==> config.mk <==
export PLATFORM = sky130hd
export DESIGN_NAME = music_addr_seq
export DESIGN_NICKNAME = d
export VERILOG_FILES = /design/src/rtl/music_pkg.sv /design/src/rtl/beat_gen.sv /design/src/rtl/music_addr_seq.sv
export SDC_FILE = /design/constraint.sdc
export NUM_CORES = 1
export LEC_CHECK = 0
export BUFFER_PORTS_ARGS = -buffer_cell sky130_fd_sc_hd__buf_2
export CAP_MARGIN = 10
export CORE_MARGIN = 5
export CORE_UTILIZATION = 36
export CTS_CLUSTER_DIAMETER = 200
export DETAILED_ROUTE_END_ITERATION = 8
export REMOVE_ABC_BUFFERS = 1
export SYNTH_ARGS = -nofsm -noshare
export SYNTH_HDL_FRONTEND = slang
export SYNTH_HIERARCHICAL = 1
export SYNTH_SLANG_ARGS = --single-unit
export TNS_END_PERCENT = 30
==> constraint.sdc <==
create_clock -name clk -period 2.8 [get_ports clk]
set_clock_uncertainty 0.1 [all_clocks]
set_input_delay 0.56 -clock clk [delete_from_list [all_inputs] [get_ports clk]]
set_output_delay 0.56 -clock clk [all_outputs]
set_load 0.005 [all_outputs]
==> src/rtl/music_pkg.sv <==
// Shared definitions for the music playback path: mode codes, ROM word layout,
// sequencer FSM encoding and the rest tone code.
// Imported by the sequencer and by anything that decodes song ROM words.
package music_pkg;

  // Mode codes driven by the state controller
  localparam logic [3:0] STATE1 = 4'd1;
  localparam logic [3:0] STATE2 = 4'd2;
  localparam logic [3:0] STATE3 = 4'd3;

  // Song ROM word layout: {duration in beats, tone code}
  localparam int DUR_MSB = 11;
  localparam int DUR_LSB = 8;
  localparam int DUR_W   = DUR_MSB - DUR_LSB + 1;
  localparam int TONE_W  = 8;
  localparam int WORD_W  = DUR_MSB + 1;

  localparam logic [TONE_W-1:0] TONE_REST = '0;

  // Sequencer FSM states
  typedef enum logic [2:0] {
    ST_RESTART = 3'd0,
    ST_FETCH   = 3'd1,
    ST_LOAD    = 3'd2,
    ST_PLAY    = 3'd3,
    ST_GAP     = 3'd4
  } seq_state_t;

endpackage

==> src/rtl/beat_gen.sv <==
// Beat divider: one-cycle beat_tick every BEAT_DIV cycles counted from the last clr.
// Latency: beat_tick is decoded combinationally from the count register.
// Synchronous clr restarts the count so a beat never straddles two notes.
module beat_gen #(
  parameter int BEAT_DIV = 12_500_000
) (
  input  logic clk,
  input  logic rst_n,
  input  logic clr,
  output logic beat_tick
);

  localparam int CW = (BEAT_DIV > 2) ? $clog2(BEAT_DIV) : 1;
  localparam logic [CW-1:0] LAST = CW'(BEAT_DIV - 1);

  logic [CW-1:0] cnt;

  assign beat_tick = (cnt == LAST);

  // Free-running modulo-BEAT_DIV counter with synchronous clear
  always_ff @(posedge clk or negedge rst_n) begin
    if (!rst_n) begin
      cnt <= '0;
    end else if (clr || beat_tick) begin
      cnt <= '0;
    end else begin
      cnt <= cnt + CW'(1);
    end
  end

endmodule

==> src/rtl/music_addr_seq.sv <==
// Song playback sequencer: walks ROM start_addr..end_addr, holds each word dur beats, wraps.
// Latency: rom_addr 2 cycles and tone 3 cycles after a restart begins; tone changes dur*BEAT_DIV+2 apart.
// No backpressure; a cstate change forces a restart on the next cycle. MUSIC_REST_GAP_EN adds a 1-beat rest.
module music_addr_seq
  import music_pkg::*;
#(
  parameter int BEAT_DIV = 12_500_000,
  parameter int AW       = 10
) (
  input  logic              clk,
  input  logic              rst_n,
  input  logic [3:0]        cstate,
  input  logic [AW-1:0]     start_addr,
  input  logic [AW-1:0]     end_addr,
  output logic [AW-1:0]     rom_addr,
  input  logic [WORD_W-1:0] rom_q,
  output logic [TONE_W-1:0] tone,
  output logic              note_start,
  output logic              beat_tick
);

  seq_state_t        state, state_nxt;
  logic [AW-1:0]     cur_addr, cur_addr_nxt;
  logic [AW-1:0]     rom_addr_nxt;
  logic [AW-1:0]     next_addr;
  logic [TONE_W-1:0] tone_nxt;
  logic [DUR_W-1:0]  dur_cnt, dur_cnt_nxt;
  logic [DUR_W-1:0]  rom_dur;
  logic              note_start_nxt;
  logic [3:0]        cstate_q;
  logic              restart;
  logic              clr;

  // A mode change seen in any state pre-empts whatever that state would do
  assign restart = (cstate != cstate_q);

  // Wrap when at or past the end; this also covers start_addr > end_addr
  assign next_addr = (cur_addr >= end_addr) ? start_addr : cur_addr + AW'(1);

  assign rom_dur = rom_q[DUR_MSB:DUR_LSB];

  beat_gen #(
    .BEAT_DIV (BEAT_DIV)
  ) u_beat_gen (
    .clk       (clk),
    .rst_n     (rst_n),
    .clr       (clr),
    .beat_tick (beat_tick)
  );

  // State, address, tone and duration registers
  always_ff @(posedge clk or negedge rst_n) begin
    if (!rst_n) begin
      state      <= ST_RESTART;
      cur_addr   <= '0;
      rom_addr   <= '0;
      tone       <= TONE_REST;
      dur_cnt    <= '0;
      note_start <= 1'b0;
      cstate_q   <= '0;
    end else begin
      state      <= state_nxt;
      cur_addr   <= cur_addr_nxt;
      rom_addr   <= rom_addr_nxt;
      tone       <= tone_nxt;
      dur_cnt    <= dur_cnt_nxt;
      note_start <= note_start_nxt;
      cstate_q   <= cstate;
    end
  end

  // Next-state and datapath decisions; restart overrides advance, beat and load
  always_comb begin
    state_nxt      = state;
    cur_addr_nxt   = cur_addr;
    rom_addr_nxt   = rom_addr;
    tone_nxt       = tone;
    dur_cnt_nxt    = dur_cnt;
    note_start_nxt = 1'b0;
    clr            = 1'b0;
    if (restart) begin
      state_nxt = ST_RESTART;
    end else begin
      case (state)
        ST_RESTART: begin
          cur_addr_nxt = start_addr;
          clr          = 1'b1;
          state_nxt    = ST_FETCH;
        end
        ST_FETCH: begin
          rom_addr_nxt = cur_addr;
          state_nxt    = ST_LOAD;
        end
        ST_LOAD: begin
          tone_nxt       = rom_q[TONE_W-1:0];
          dur_cnt_nxt    = (rom_dur == '0) ? DUR_W'(1) : rom_dur;
          note_start_nxt = 1'b1;
          clr            = 1'b1;
          state_nxt      = ST_PLAY;
        end
        ST_PLAY: begin
          if (beat_tick) begin
            if (dur_cnt <= DUR_W'(1)) begin
              cur_addr_nxt = next_addr;
`ifdef MUSIC_REST_GAP_EN
              tone_nxt     = TONE_REST;
              clr          = 1'b1;
              state_nxt    = ST_GAP;
`else
              state_nxt    = ST_FETCH;
`endif
            end else begin
              dur_cnt_nxt = dur_cnt - DUR_W'(1);
            end
          end
        end
`ifdef MUSIC_REST_GAP_EN
        ST_GAP: begin
          if (beat_tick) begin
            state_nxt = ST_FETCH;
          end
        end
`endif
        default: begin
          state_nxt = ST_RESTART;
        end
      endcase
    end
  end

endmodule

Word-level counts from Yosys, hierarchy flattened --
Cells that the tools add are included.
Storage, ports and cells: flip-flop bits (word level) 64, latch bits 0, bits in writable memories 0, memory bits (read-only) 0, input bits 38, word-level logic and storage cells 52, memories kept 0
Operators by class: $add $sub $neg 3, multiply operators 0, divide/modulo/power cells 0, magnitude comparators 2, equal/unequal tests 10, shift operators 0, muxes and demuxes 17, bitwise gates (word level) 1, reduce and logical (&&, ||, !) cells 11
Operators by type and width (count):
- 10-bit two-way mux | 3
- 24-bit by 1-bit adder with 24-bit output, second input constant | 1
- 24-bit equality test, second input constant | 1
- 24-bit two-way mux | 1
- 10-bit one-hot mux with 2 select lines | 1
- 4-bit two-way mux | 3
- 3-bit one-hot mux with 4 select lines | 1
- 10-bit by 1-bit adder with 10-bit output, second input constant | 1
- 10-bit >= comparator | 1
- 3-bit two-way mux | 3
- 4-bit one-hot mux with 2 select lines | 1
- 4-bit AND reduction | 2
- 3-bit by 2-bit equality test with 1-bit output, second input constant | 2
- 2-bit AND reduction | 3
- 4-bit by 1-bit less-or-equal comparator with 1-bit output, second input constant | 1
- 4-bit logical NOT | 1
- 1-bit two-way mux | 4
- 2-bit != test, second input constant | 2
- 4-bit != test | 1
- 2-bit nonzero test | 2
- 4-bit by 1-bit subtractor with 4-bit output, second input constant | 1
- 3-bit by 1-bit equality test with 1-bit output, second input constant | 1
- 3-bit logical NOT | 1
- 3-bit by 2-bit != test with 1-bit output, second input constant | 1
- 5 further kinds | 5

Longest topological paths before layout --
depth in word-level cells 6, mapped depth 10, depth with buffers taken out 8

Modules after synthesis --
The synthesis kept the hierarchy.
Modules (own cells, without submodules):
- music_addr_seq | instances 1, cells each 224, area an instance 2243.4 um^2
- beat_gen | instances 1, cells each 137, area an instance 1308.8 um^2

Worst setup path before layout --
OpenSTA, ideal clock, no wires.
kind reg2reg, from register u_beat_gen.cnt[14], to register cur_addr[2], library setup time 0.126 ns, data arrival time 2.605 ns, setup slack -0.031 ns, stages on the path, launching flop included 10, cell sequence dfrtp_1 > nor4b_1 > nand3_1 > nor4_1 > nand2_1 > o41a_1 > or2_0 > buf_2 > a32o_1 > a311o_1
Between the ends: longest elaborated chain between the ends 3
RTL lines:
- from (decl) | line beat_gen.sv:16 | logic [CW-1:0] cnt;
- from (signal assigned) | line beat_gen.sv:27 | cnt <= cnt + CW'(1);
- 24-bit equality test | line beat_gen.sv:18 | assign beat_tick = (cnt == LAST);
- named net beat_tick | line music_addr_seq.sv:19 | output logic beat_tick
- 2-bit by 1-bit != test with 1-bit output (no source line)
- 4-bit AND reduction (no source line)
- to (signal assigned) | line music_addr_seq.sv:63 | cur_addr <= cur_addr_nxt;
- to (decl) | line music_addr_seq.sv:23 | logic [AW-1:0] cur_addr, cur_addr_nxt;
The timed path passes the listed nets, and every way through them passes these cells. A chain may end at the register's enable or synchronous reset.

Worst setup path in the final report --
from register u_beat_gen.cnt[1], to register cur_addr[8]
Between the ends: longest elaborated chain between the ends 3
RTL lines (line):
- 24-bit equality test | beat_gen.sv:18
- 2-bit by 1-bit != test with 1-bit output (no source line)
- 4-bit AND reduction (no source line)
No other way between the ends.

==> flow_summary.ini <==
[worst_setup_path]
cp.required_ns = 2.91
r2r_end = cur_addr[8]
worst_ep_arrival_time_ns = 2.72
reg2reg_depth = 9
crit_path_top_delay_cell = dfrtp_2
critPathMaxFanout = 7
r2r_slack_ns = 0.19
worst-path-buf-inv = 1
slowest_delay_ns = 0.41
crit_family = simple AND/OR/NAND/NOR gates
critical_path_class = flop to flop
path_cells = ha_2, nand4_1, nor4_4, nand2_1, o41a_1, or2_0, buf_4, o21ai_0, o221ai_1
crit_path_end_kind = flop
r2r-start = u_beat_gen/cnt[1]
worstSetupStartpointType = flop

[floorplanning]
die_h_um = 109
placementRows = 36
core_area_sq_um = 9680
die_width_um = 109
num_io_pins = 58
die-area_sq_um = 12000
start_util = 0.367

[synth]
syn-cell-area_sq_um = 3550
synthArstFlopShare = 1.00
synthFlopType = dfrtp_1
syn-instance-count = 361
yosys.cell_types.count = 49
synth_edf_count = 0
yosys_warnings = 6
seq_area_frac_synth = 0.444
syn_area_per_cell_sq_um = 9.84
ys_ff_latch = 63

[power_and_ir_drop]
clkPwrFrac = 0.344
power.density_nw_per_um2 = 608
p_int_mw = 1.83
seqPwrFrac = 0.457
p_sw_frac = 0.312
pwr-share-comb = 0.199
p_leak_nw = 2.03
p_switching_uw = 830
irDropWorstVdd_uv = 386

[timing]
setup_violations = 0
fin_crit_ns = 2.61
hold_viol_final = 0
relSlewSlack = 0.636
rsz0062_at_grt = false
totalNegativeSetupSlack_ns = 0
maxSlewViolCount = 0
layout_setup_ws_ns = 0.190
fmax_mhz = 383
worst_pin_slew_ns = 0.541
fin_crit_sh = 0.932

[global_routing]
antenna_found_initial = 0
grt_util_all_layers = 0.145
grt_max_degree = 64
grt_pass1_wl_um = 13700
grt-ovfl-total = 0
grt_pass1_vias = 2925

[routing]
totalWireLength_um = 8310
drtIter0Drc = 107
dr_total_vias = 2973
wl_per_cell_um = 14.4
detail_route.vias_per_cell = 5.16
drt-pass1-iter-count = 4
ant_nets = 0
drc_errors = 0

[placement]
preCtsSetupSlack_ns = -0.0186
port_buffers = 57
place_area_sq_um = 4120
dp_hpwl_um = 6090
gp_congestion = 0.816

[layout]
drive_above_1_share = 0.289
layout.nets = 495
insertedDiodeCount = 0
final_util = 0.452
syn_to_final_growth_pct = 23.2
finish.instance_area_sq_um = 4380

[cts]
clock_path_buffers = 2
cts_root_buf = clkbuf_8
cts.sinks = 63
clk_pin_slew_worst_paths_ns = 0.07
clk_latency_ns = 0.35
h-tree-depth = 3
cts_setup_buffers = 0
cts_tree = done
numCtsBuffers = 9

[outcome]
outcome = complete, no violations

[run]
maxCapViolCount = 0

[worst_hold_path]
hp-class = primary input to asynchronous set/reset pin
-- kinds of logic (layout without fill, tap and decap cells) --
family | Yosys count | after routing | synth area share
muxes | 20 | 20 | 0.0623
and+or+nand+nor | 147 | 147 | 0.229
xor gates and xnor gates | 18 | 18 | 0.0444
DFF | 63 | 63 | 0.444
AOI/OAI and AO/OA | 55 | 55 | 0.108
buffers and inverters | 39 | 121 | 0.0454
adders and majority gates | 19 | 19 | 0.0669
-- area by class of cell --
| type | instances | area, sq um |
|---|---|---|
| fill | 951 | 5310 |
| multi-input combinational | 259 | 1840 |
| sequential | 63 | 1580 |
| clock inverter | 6 | 93.8 |
| inverter | 25 | 93.8 |
| timing repair buffer | 80 | 470 |
| clock buffer | 10 | 138 |
| tap | 133 | 166 |
-- power by group through the flow --
stage	registers (mW)	logic, mW	clock network [mW]
2_1_floorplan	1.20	0.331	0
3_3_place_gp	1.23	0.513	0
3_5_place_dp	1.23	0.532	0
4_1_cts	1.21	0.536	0.940
5_1_grt	1.24	0.616	0.984
6_report	1.22	0.530	0.917
-- worst reg2reg max path: stages, from the launching register on --
cell	delay [ns]
dfrtp_2	0.41
ha_2	0.22
nand4_1	0.19
nor4_4	0.37
nand2_1	0.08
o41a_1	0.34
or2_0	0.28
buf_4	0.19
o21ai_0	0.15
o221ai_1	0.12
-- sequential cells by signal, summed over array words and instances (netlist names) --
register	count
tone	8
rom_addr	10
dur_cnt	4
cur_addr	10
u_beat_gen/cnt	24
note_start	1
state	2
cstate_q	4
-- routing by layer --
| metal | part of all wire | vias to the layer above | global-route usage | wire, um |
|---|---|---|---|---|
| met4 | 0.012 | 0 | 0.0365 | 100 |
| met3 | 0.043 | 13 | 0.0358 | 360 |
| met1 | 0.47 | 1430 | 0.192 | 3940 |
| met5 | 0 | - | 0 | 0 |
| met2 | 0.47 | 58 | 0.238 | 3900 |
| li1 | - | 1472 | - | - |
-- Yosys cell counts, drive strengths merged, types with 4 or more instances --
| cell | number | area share |
|---|---|---|
| inv | 25 | 0.026 |
| nor2b | 4 | 0.0070 |
| o21ai | 10 | 0.014 |
| nor2 | 26 | 0.027 |
| nor4 | 10 | 0.018 |
| ha | 19 | 0.067 |
| buf | 7 | 0.012 |
| mux2 | 17 | 0.054 |
| nand3 | 13 | 0.020 |
| or4 | 6 | 0.013 |
| o211ai | 9 | 0.019 |
| clkbuf | 7 | 0.0074 |
| xnor2 | 13 | 0.032 |
| nand2 | 29 | 0.031 |
| o31ai | 7 | 0.015 |
| or2 | 8 | 0.014 |
| and2 | 5 | 0.0088 |
| nand4 | 19 | 0.038 |
| and4 | 7 | 0.018 |
| a21oi | 10 | 0.014 |
| dfrtp | 63 | 0.44 |
| xor2 | 5 | 0.012 |
| nor3 | 9 | 0.013 |
-- cells in the final DEF, fill, tap and decap left out, types with 2 or more instances in the layout --
cell        n
a32oi_1     2
bufinv_16   2
nor2b_1     4
nor2_1     26
o21ai_0     9
nand4_1    18
nand2b_1    3
clkbuf_8   10
clkinv_4    3
a211oi_1    2
and2_1      5
a221oi_1    2
nor3_1      9
buf_4      22
xnor2_1    13
or3_1       2
o31ai_1     7
and4_1      6
inv_1      25
xor2_1      5
o311ai_0    2
ha_1       18
nand2_1    29
a21oi_1    10
o221ai_1    3
o211ai_1    9
or4_1       6
dfrtp_1    62
buf_2      57
nor4_1      9
nand3_1    12
mux2i_1     3
or2_2       7
mux2_2     17
-- per-stage QoR --
step	power, mW	hold slack [ns]	instances
2_1_floorplan	1.53	0.164	347
3_3_place_gp	1.74	0.367	560
3_5_place_dp	1.76	0.370	560
4_1_cts	2.69	0.132	576
5_1_grt	2.84	0.144	576
6_report	2.66	0.120	576
-- worst max path at each step --
stage / startpoint / to / slack (ns) / depth (start not counted)
6_report: u_beat_gen/cnt[1] / cur_addr[8] / 0.19 / 9
5_1_grt: u_beat_gen/cnt[1] / cur_addr[8] / 0.02 / 9
4_1_cts: u_beat_gen/cnt[14] / cur_addr[8] / 0.05 / 9
3_5_place_dp: u_beat_gen/cnt[14] / cur_addr[8] / -0.02 / 9
3_3_place_gp: u_beat_gen/cnt[14] / cur_addr[8] / 0.05 / 9
2_1_floorplan: u_beat_gen/cnt[14] / cur_addr[2] / -0.08 / 8
-- what timing repair did --
action,4_1_cts,5_1_grt
resized for setup,1,4
hold buffers,0,0
pin swaps,0,2
endpoints found under the hold margin,0,0
endpoints found under the setup margin,4,10
No activity file was read; power rests on OpenSTA's default activity.
